===== config.mk =====
export PLATFORM = sky130hd
export DESIGN_NAME = rf_multiport
export DESIGN_NICKNAME = d
export VERILOG_FILES = /design/src/rtl/rf_multiport_pkg.sv /design/src/rtl/rf_read_port.sv /design/src/rtl/rf_multiport.sv
export SDC_FILE = /design/constraint.sdc
export NUM_CORES = 2
export LEC_CHECK = 0
export CORE_MARGIN = 4
export CORE_UTILIZATION = 35
export DETAILED_ROUTE_END_ITERATION = 16
export GPL_TIMING_DRIVEN = 0
export PLACE_DENSITY = 0.58
export RECOVER_POWER = 50
export SETUP_SLACK_MARGIN = 0.02
export SLEW_MARGIN = 20
export SYNTH_ARGS = -nofsm -noshare
export SYNTH_HDL_FRONTEND = slang
export SYNTH_SLANG_ARGS = --single-unit

===== constraint.sdc =====
create_clock -name clock -period 3.1 [get_ports clock]
set_input_delay 0.465 -clock clock [delete_from_list [all_inputs] [get_ports clock]]
set_output_delay 0.465 -clock clock [all_outputs]
set_load 0.02 [all_outputs]

===== src/rtl/rf_multiport_pkg.sv =====
// Shared definitions for the multi-port register file: default widths and FSM encodings.
// Optional shadow bank is enabled by defining RF_SHADOW_BANK_EN.
package rf_multiport_pkg;

    localparam int unsigned RF_DATA_W = 32;
    localparam int unsigned RF_ADDR_W = 5;

    typedef logic [0:0] rf_state_t;

    localparam logic [0:0] RF_ST_CLR = 1'b0;
    localparam logic [0:0] RF_ST_RUN = 1'b1;

endpackage


===== src/rtl/rf_read_port.sv =====
// One read port: registered address with stall hold and zero/bypass/array priority mux.
// Bank select logic exists only when RF_SHADOW_BANK_EN is defined.
module rf_read_port
    import rf_multiport_pkg::*;
#(
    parameter int unsigned DATA_W   = RF_DATA_W,
    parameter int unsigned ADDR_W   = RF_ADDR_W,
    parameter int unsigned ZERO_REG = 1
) (
    input  logic              clock,
    input  logic              rst_n,
    input  logic [ADDR_W-1:0] addr_i,
    input  logic              hold_i,
`ifdef RF_SHADOW_BANK_EN
    input  logic              bank_i,
    input  logic              wr_bank_i,
    output logic              rbank_o,
`endif
    input  logic              force_zero_i,
    input  logic              wr_valid_i,
    input  logic [ADDR_W-1:0] wr_addr_i,
    input  logic [DATA_W-1:0] wr_data_i,
    input  logic [DATA_W-1:0] arr_data_i,
    output logic [ADDR_W-1:0] raddr_o,
    output logic [DATA_W-1:0] rdata_c_o
);

    logic [ADDR_W-1:0] addr_q, addr_d;
    logic              hit;

    always_comb begin
        addr_d = hold_i ? addr_q : addr_i;
    end

    always_ff @(posedge clock or negedge rst_n) begin
        if (!rst_n) begin
            addr_q <= '0;
        end else begin
            addr_q <= addr_d;
        end
    end

`ifdef RF_SHADOW_BANK_EN
    logic bank_q, bank_d;

    always_comb begin
        bank_d = hold_i ? bank_q : bank_i;
    end

    always_ff @(posedge clock or negedge rst_n) begin
        if (!rst_n) begin
            bank_q <= 1'b0;
        end else begin
            bank_q <= bank_d;
        end
    end

    assign rbank_o = bank_q;
    assign hit     = wr_valid_i && (wr_addr_i == addr_q) && (wr_bank_i == bank_q);
`else
    assign hit     = wr_valid_i && (wr_addr_i == addr_q);
`endif

    assign raddr_o = addr_q;

    // Clearing forces zero; then hardwired r0, then write-stage bypass, then array.
    always_comb begin
        rdata_c_o = arr_data_i;
        if (force_zero_i) begin
            rdata_c_o = '0;
        end else if ((ZERO_REG != 0) && (addr_q == '0)) begin
            rdata_c_o = '0;
        end else if (hit) begin
            rdata_c_o = wr_data_i;
        end
    end

endmodule


===== src/rtl/rf_multiport.sv =====
// Parametrised multi-read-port register file with write bypass and hardware clear sweep.
// Define RF_SHADOW_BANK_EN to add a second bank selected by bank_sel.
module rf_multiport
    import rf_multiport_pkg::*;
#(
    parameter int unsigned DATA_W   = RF_DATA_W,
    parameter int unsigned ADDR_W   = RF_ADDR_W,
    parameter int unsigned N_RD     = 2,
    parameter int unsigned ZERO_REG = 1
) (
    input  logic                     clock,
    input  logic                     rst_n,
    input  logic [N_RD*ADDR_W-1:0]   rd_addr,
    input  logic                     rd_hold,
    output logic [N_RD*DATA_W-1:0]   rd_data,
    input  logic                     wr_en,
    input  logic [ADDR_W-1:0]        wr_addr,
    input  logic [DATA_W-1:0]        wr_data,
    input  logic                     clr_req,
`ifdef RF_SHADOW_BANK_EN
    input  logic                     bank_sel,
`endif
    output logic                     ready
);

    localparam int unsigned       DEPTH       = 1 << ADDR_W;
    localparam logic [ADDR_W-1:0] SWEEP_FIRST = (ZERO_REG != 0) ? ADDR_W'(1) : ADDR_W'(0);
    localparam logic [ADDR_W-1:0] SWEEP_LAST  = ADDR_W'(DEPTH - 1);

    rf_state_t         state_q, state_d;
    logic [ADDR_W-1:0] idx_q, idx_d;
    logic              sweep_we;
    logic              clearing;

    logic              wr_valid_q, wr_valid_d;
    logic [ADDR_W-1:0] wr_addr_q, wr_addr_d;
    logic [DATA_W-1:0] wr_data_q, wr_data_d;
    logic              zero_hit;

    logic [DATA_W-1:0] mem0 [DEPTH];

    // Clear sequencer and write-stage state.
    always_ff @(posedge clock or negedge rst_n) begin
        if (!rst_n) begin
            state_q    <= RF_ST_CLR;
            idx_q      <= SWEEP_FIRST;
            wr_valid_q <= 1'b0;
            wr_addr_q  <= '0;
            wr_data_q  <= '0;
        end else begin
            state_q    <= state_d;
            idx_q      <= idx_d;
            wr_valid_q <= wr_valid_d;
            wr_addr_q  <= wr_addr_d;
            wr_data_q  <= wr_data_d;
        end
    end

    assign zero_hit = (ZERO_REG != 0) && (wr_addr == '0);

    always_comb begin
        state_d    = state_q;
        idx_d      = idx_q;
        sweep_we   = 1'b0;
        wr_valid_d = 1'b0;
        wr_addr_d  = wr_addr_q;
        wr_data_d  = wr_data_q;
        case (state_q)
            RF_ST_CLR: begin
                sweep_we = 1'b1;
                idx_d    = idx_q + ADDR_W'(1);
                if (idx_q == SWEEP_LAST) begin
                    state_d = RF_ST_RUN;
                end
            end
            RF_ST_RUN: begin
                idx_d = SWEEP_FIRST;
                if (clr_req) begin
                    state_d = RF_ST_CLR;
                end else if (wr_en && !zero_hit) begin
                    wr_valid_d = 1'b1;
                    wr_addr_d  = wr_addr;
                    wr_data_d  = wr_data;
                end
            end
            default: begin
                state_d = RF_ST_CLR;
                idx_d   = SWEEP_FIRST;
            end
        endcase
    end

    assign clearing = (state_q == RF_ST_CLR);
    assign ready    = (state_q == RF_ST_RUN);

`ifdef RF_SHADOW_BANK_EN
    logic              wr_bank_q, wr_bank_d;
    logic [DATA_W-1:0] mem1 [DEPTH];

    always_comb begin
        wr_bank_d = wr_bank_q;
        if (wr_valid_d) begin
            wr_bank_d = bank_sel;
        end
    end

    always_ff @(posedge clock or negedge rst_n) begin
        if (!rst_n) begin
            wr_bank_q <= 1'b0;
        end else begin
            wr_bank_q <= wr_bank_d;
        end
    end

    // Commit and sweep never coincide: the stage is invalid whenever the sweep runs.
    always_ff @(posedge clock) begin
        if (wr_valid_q && !wr_bank_q) begin
            mem0[wr_addr_q] <= wr_data_q;
        end
        if (wr_valid_q && wr_bank_q) begin
            mem1[wr_addr_q] <= wr_data_q;
        end
        if (sweep_we) begin
            mem0[idx_q] <= '0;
            mem1[idx_q] <= '0;
        end
    end
`else
    always_ff @(posedge clock) begin
        if (wr_valid_q) begin
            mem0[wr_addr_q] <= wr_data_q;
        end
        if (sweep_we) begin
            mem0[idx_q] <= '0;
        end
    end
`endif

    for (genvar k = 0; k < int'(N_RD); k++) begin : g_rd
        logic [ADDR_W-1:0] raddr;
        logic [DATA_W-1:0] arr_data;
`ifdef RF_SHADOW_BANK_EN
        logic              rbank;
        assign arr_data = rbank ? mem1[raddr] : mem0[raddr];
`else
        assign arr_data = mem0[raddr];
`endif

        rf_read_port #(
            .DATA_W   (DATA_W),
            .ADDR_W   (ADDR_W),
            .ZERO_REG (ZERO_REG)
        ) u_port (
            .clock        (clock),
            .rst_n        (rst_n),
            .addr_i       (rd_addr[k*ADDR_W +: ADDR_W]),
            .hold_i       (rd_hold),
`ifdef RF_SHADOW_BANK_EN
            .bank_i       (bank_sel),
            .wr_bank_i    (wr_bank_q),
            .rbank_o      (rbank),
`endif
            .force_zero_i (clearing),
            .wr_valid_i   (wr_valid_q),
            .wr_addr_i    (wr_addr_q),
            .wr_data_i    (wr_data_q),
            .arr_data_i   (arr_data),
            .raddr_o      (raddr),
            .rdata_c_o    (rd_data[k*DATA_W +: DATA_W])
        );
    end

endmodule


# Word level (Yosys, flattened, before mapping)
# Memories as Yosys holds them, arrays and structs flattened.
# Cells that the tools add are included.
# classes
add_sub_neg,1
eq_ne,3
n_mux,16
bitwise_logic,2
n_reduce_logical,8
# ops
operator,count
$mux 32,6
$logic_not 5->1,3
$eq 5x5->1,2
$pmux 5 s2,1
$mux 1,8
$add 5x1->5 const B,1
$eq 5x5->1 const B,1
$logic_and 1x1->1,3
$reduce_and 3->1,1
$not 1->1,2
$pmux 1 s2,1
$logic_not 1->1,1
# totals
reg_bits,54
mem_bits_rw,1024
in_bits,52
out_inout_bits,65
mem_count,1
# mem_list
memory,depth,width,rd,rd_ports_with_merged_regs,write_ports,line,source
mem0,32,32,2,0,2,rf_multiport.sv:40,logic [DATA_W-1:0] mem0 [DEPTH];

# Logic depth before layout (Yosys ltp)
# logic_depth
ltp_word,6
mapped_depth,10
depth_no_buf,5

# Cells and area by module
# A second synthesis with hierarchy kept.
# hier_totals
hier_cells,7360
hier_area_um2,56548.0
# modules_own_cells
mod,n_inst,cells_per_inst,area_per_inst_um2,seq_area_each_um2
rf_multiport,1,7094,54883.9,21602.0
rf_read_port,2,133,832.0,125.1

# Least setup slack after synthesis
# Ideal clock, no wire load.
# synth_path
path_type,reg-to-output
startpoint,register g_rd[0].u_port.addr_q[0]
endpoint,output rd_data[13]
arrival_ps,2009
required_time_ps,2635
path_slack_ps,626
path_stages_with_launch,8
n_path_buf,3
path_cell_list,dfrtp_1 -> buf_2 -> buf_4 -> buf_2 -> mux4_2 -> a22oi_1 -> nand3_1 -> o221a_2
# synth_via
elab_chain_cells,5
# synth_rtl
element,line,source
from (decl),rf_read_port.sv:28,"logic [ADDR_W-1:0] addr_q, addr_d;"
from (signal assigned),rf_read_port.sv:39,addr_q <= addr_d;
branches (longest 3 deep; another with $mem_v2 32x32),-,
$mux 32 *,rf_read_port.sv:71,end else if ((ZERO_REG != 0) && (addr_q == '0)) begin
$mux 32 *,rf_read_port.sv:69,if (force_zero_i) begin
to (decl),rf_multiport.sv:15,"output logic [N_RD*DATA_W-1:0] rd_data,"
# Every way passes the cells marked *.

# Final worst setup path
# layout_path
startpoint,register g_rd[1].u_port.addr_q[0]
endpoint,output rd_data[48]
# layout_via
elab_chain_cells,5
# layout_rtl
element,line
from (decl),rf_read_port.sv:28
from (signal assigned),rf_read_port.sv:39
branches (longest 3 deep; another with $mem_v2 32x32),-
$mux 32 *,rf_read_port.sv:71
$mux 32 *,rf_read_port.sv:69
# Marked as above.

==> flow_summary.json <==
{
  "hp-start": "wr_data[26]",
  "dp_hpwl_um": 219000,
  "htree_levels": 3,
  "fp.dieH_um": 406,
  "drive_gt1_share_pct": 20.6,
  "crit_slowest_cell": "a211oi_4",
  "cts_root_buf": "clkbuf_16",
  "cap_violations": 1,
  "synth_cell_type_count": 47,
  "io_buffers": 115,
  "finalSetupViolCount": 355,
  "cp_num_buf_inv": 7,
  "cp.arrival_ns": 3.47,
  "drtIter0Drc": 8575,
  "grt_overflow": 0,
  "grt_max_degree": 41,
  "post-route-util_pct": 45.0,
  "clock_skew_ns": 0.0428,
  "finalHoldViolations": 0,
  "cp-end-kind": "output pin",
  "cts_buffers": 121,
  "violations": "max-capacitance violations, max-slew violations, negative setup slack",
  "hold_path.class": "input port to flip-flop",
  "cts_num_sinks": 1078,
  "layout.cells.most_common_list": "nand2_1 (2210), a21oi_1 (1025), dfxtp_1 (1024)",
  "crit_fanout": 6,
  "min_period_ns": 3.94,
  "die_w_um": 406,
  "ys_ff_latch": 1078,
  "antenna_found_initial": 11,
  "clk_latency_ns": 0.80,
  "drv_slew": 41,
  "start_util_pct": 35.3,
  "status": "finished, violations left",
  "start_kind": "flip-flop",
  "clk_path_buf_depth": 3,
  "finalWeightedCongestion": 1.10,
  "synth_top_area_share_pct": 37.1,
  "netlist_area_mm2": 0.0553,
  "power_density_mw_per_mm2": 600,
  "dieArea_mm2": 0.164,
  "synth_area_leaders": "dfxtp_1 (37%), nand2_1 (15%), mux4_2 (13%)",
  "yosysSeqAreaShare_pct": 39.5,
  "grt_usage_pct": 34.5,
  "syn_nets": 6615,
  "worst_slack_ns": -0.836,
  "cp_top_family": "buffers and inverters",
  "fill_cells": 15100,
  "preCtsSetupSlack_ns": -1.87,
  "synth_edf_count": 0,
  "final_common_cell": "nand2_1",
  "core_area_mm2": 0.157,
  "cp_cell_sequence": "buf_6 -> buf_12 -> buf_16 -> buf_16 -> buf_12 -> clkbuf_16 -> mux2i_1 -> o22ai_2 -> nor3_2 -> a211oi_4 -> o221a_4 -> buf_6",
  "cts.clk_slew.worst_paths_ns": 0.06,
  "wl_um": 300000,
  "timing.hold.ws_ns": 0.210,
  "drc": 0,
  "syn2layout_area_growth_pct": 27.3,
  "vias": 56700,
  "fin_nets": 7044,
  "tightest_slew_ns": 1.56,
  "startpoint": "g_rd[1].u_port.raddr_o[0]",
  "synthArstFlopShare_pct": 5.01,
  "io_pins": 117,
  "path_class": "flip-flop to output pin",
  "leakagePower_nw": 24.5,
  "rsz0062_at_grt": "true",
  "cp_data_required_time_ns": 2.63,
  "timing.rr.start": "wr_addr_q[3]",
  "synth-main-ff-cell": "dfxtp_1",
  "max_slew_margin_pct": -3.99,
  "tritoncts": "built",
  "synth_top_cell_by_area": "dfxtp_1",
  "ant_nets": 0,
  "fmax_mhz": 254,
  "vdd_drop_max_mv": 0.516,
  "grt_pass1_wl_um": 400000,
  "synth_cells": 6558,
  "finalCritPeriodShare_pct": 127,
  "vias_per_cell": 6.20,
  "postSynthAreaPerCell_um2": 8.44,
  "finalSetupTns_ns": -90.94,
  "synth_warnings": 0,
  "drt-pass1-iter-count": 8,
  "num_rows": 145,
  "post_drt_wl_per_cell_um": 32.8,
  "grt_pass1_vias": 52500,
  "critPathMaxStageDelay_ns": 0.43
}
==> sequential cells by signal, indices dropped and copies added, names as in the netlist <==
signal               count
g_rd.u_port.raddr_o     10
ready                    1
wr_data_q               32
wr_addr_q                5
wr_valid_q               1
idx_q                    5
mem0                  1024
==> path summary, 6_finish.rpt <==
path                                        endpoint  slack [ns]  depth (start not counted)
min                                    wr_data_q[26]        0.21                          3
max in group asynchronous  g_rd[0].u_port.raddr_o[4]        0.51                          3
min reg2reg                              mem0[23][9]        0.46                          2
max reg2reg                               mem0[9][2]       -0.37                          7
min in group asynchronous              wr_data_q[23]        0.37                          2
max                                      rd_data[48]       -0.84                         12
==> stage by stage <==
step           instance area (µm²)  total power [mW]  instances
2_1_floorplan                55300              19.8       6558
3_3_place_gp                 59000              24.6       8731
3_5_place_dp                 59200              24.7       8735
4_1_cts                      67800              40.7       9041
5_1_grt                      70400              42.6       9150
6_report                     70400              42.2       9153
==> synth_stat cells, drive strengths merged, types with 8 or more instances <==
library cell / number
nand2: 2215
a21oi: 1043
dfxtp: 1024
clkbuf: 513
mux2i: 463
mux4: 320
o22ai: 173
buf: 165
nor2: 73
nor2b: 71
nor3: 65
a211oi: 64
o221a: 64
o21ai: 63
dfrtp: 53
o211ai: 41
nand3: 26
mux2: 20
o221ai: 19
a22oi: 13
xor2: 9
nand4: 8
==> cell families after synthesis <==
kind of cell | synth area share, %
AND/OR/NAND/NOR | 17.7
AO/OA/AOI/OAI | 15.3
flip-flops | 39.5
multiplexers | 21.8
buffers and inverters | 5.45
XOR/XNOR | 0.190
adder cells (fa/ha/maj) | 0.113
==> tightest hold or removal path: stages <==
cell and delay (ns):
clkdlybuf4s50_1 0.41, nand2_1 0.06, nand2_1 0.04
==> power by group <==
| group | switching (mW) | internal (mW) |
|---|---|---|
| clock network | 6.52 | 8.73 |
| logic | 8.87 | 3.35 |
| registers | 0.404 | 14.4 |
==> per-layer routing <==
layer,part of all wire (%),global-route usage [%]
met2,42,50.7
met4,9.3,25.4
met5,0.052,1.01
met3,13,10.3
met1,36,42.6
==> timing repair <==
action / 4_1_cts / 5_1_grt
endpoints found under the hold margin: 53 / 0
buffers inserted: 76 / 100
setup endpoints to repair: 77 / 358
hold buffers: 1 / 0
pin swaps: 157 / 180
gates cloned: 9 / 16
gates resized for setup: 1178 / 373
==> layout make-up <==
type / instances / area (µm²) / area share, %
inverters: 4 / 15.0 / 0.0213
well taps: 2058 / 2570 / 3.66
clock inverters: 46 / 509 / 0.723
diodes: 5 / 12.5 / 0.0178
multi-input cells: 4798 / 33200 / 47.1
repair buffers: 315 / 3830 / 5.44
plain buffers: 669 / 4840 / 6.88
flip-flops and latches: 1078 / 21900 / 31.0
clock buffers: 180 / 3590 / 5.10
(Power assumes the default switching activity.)
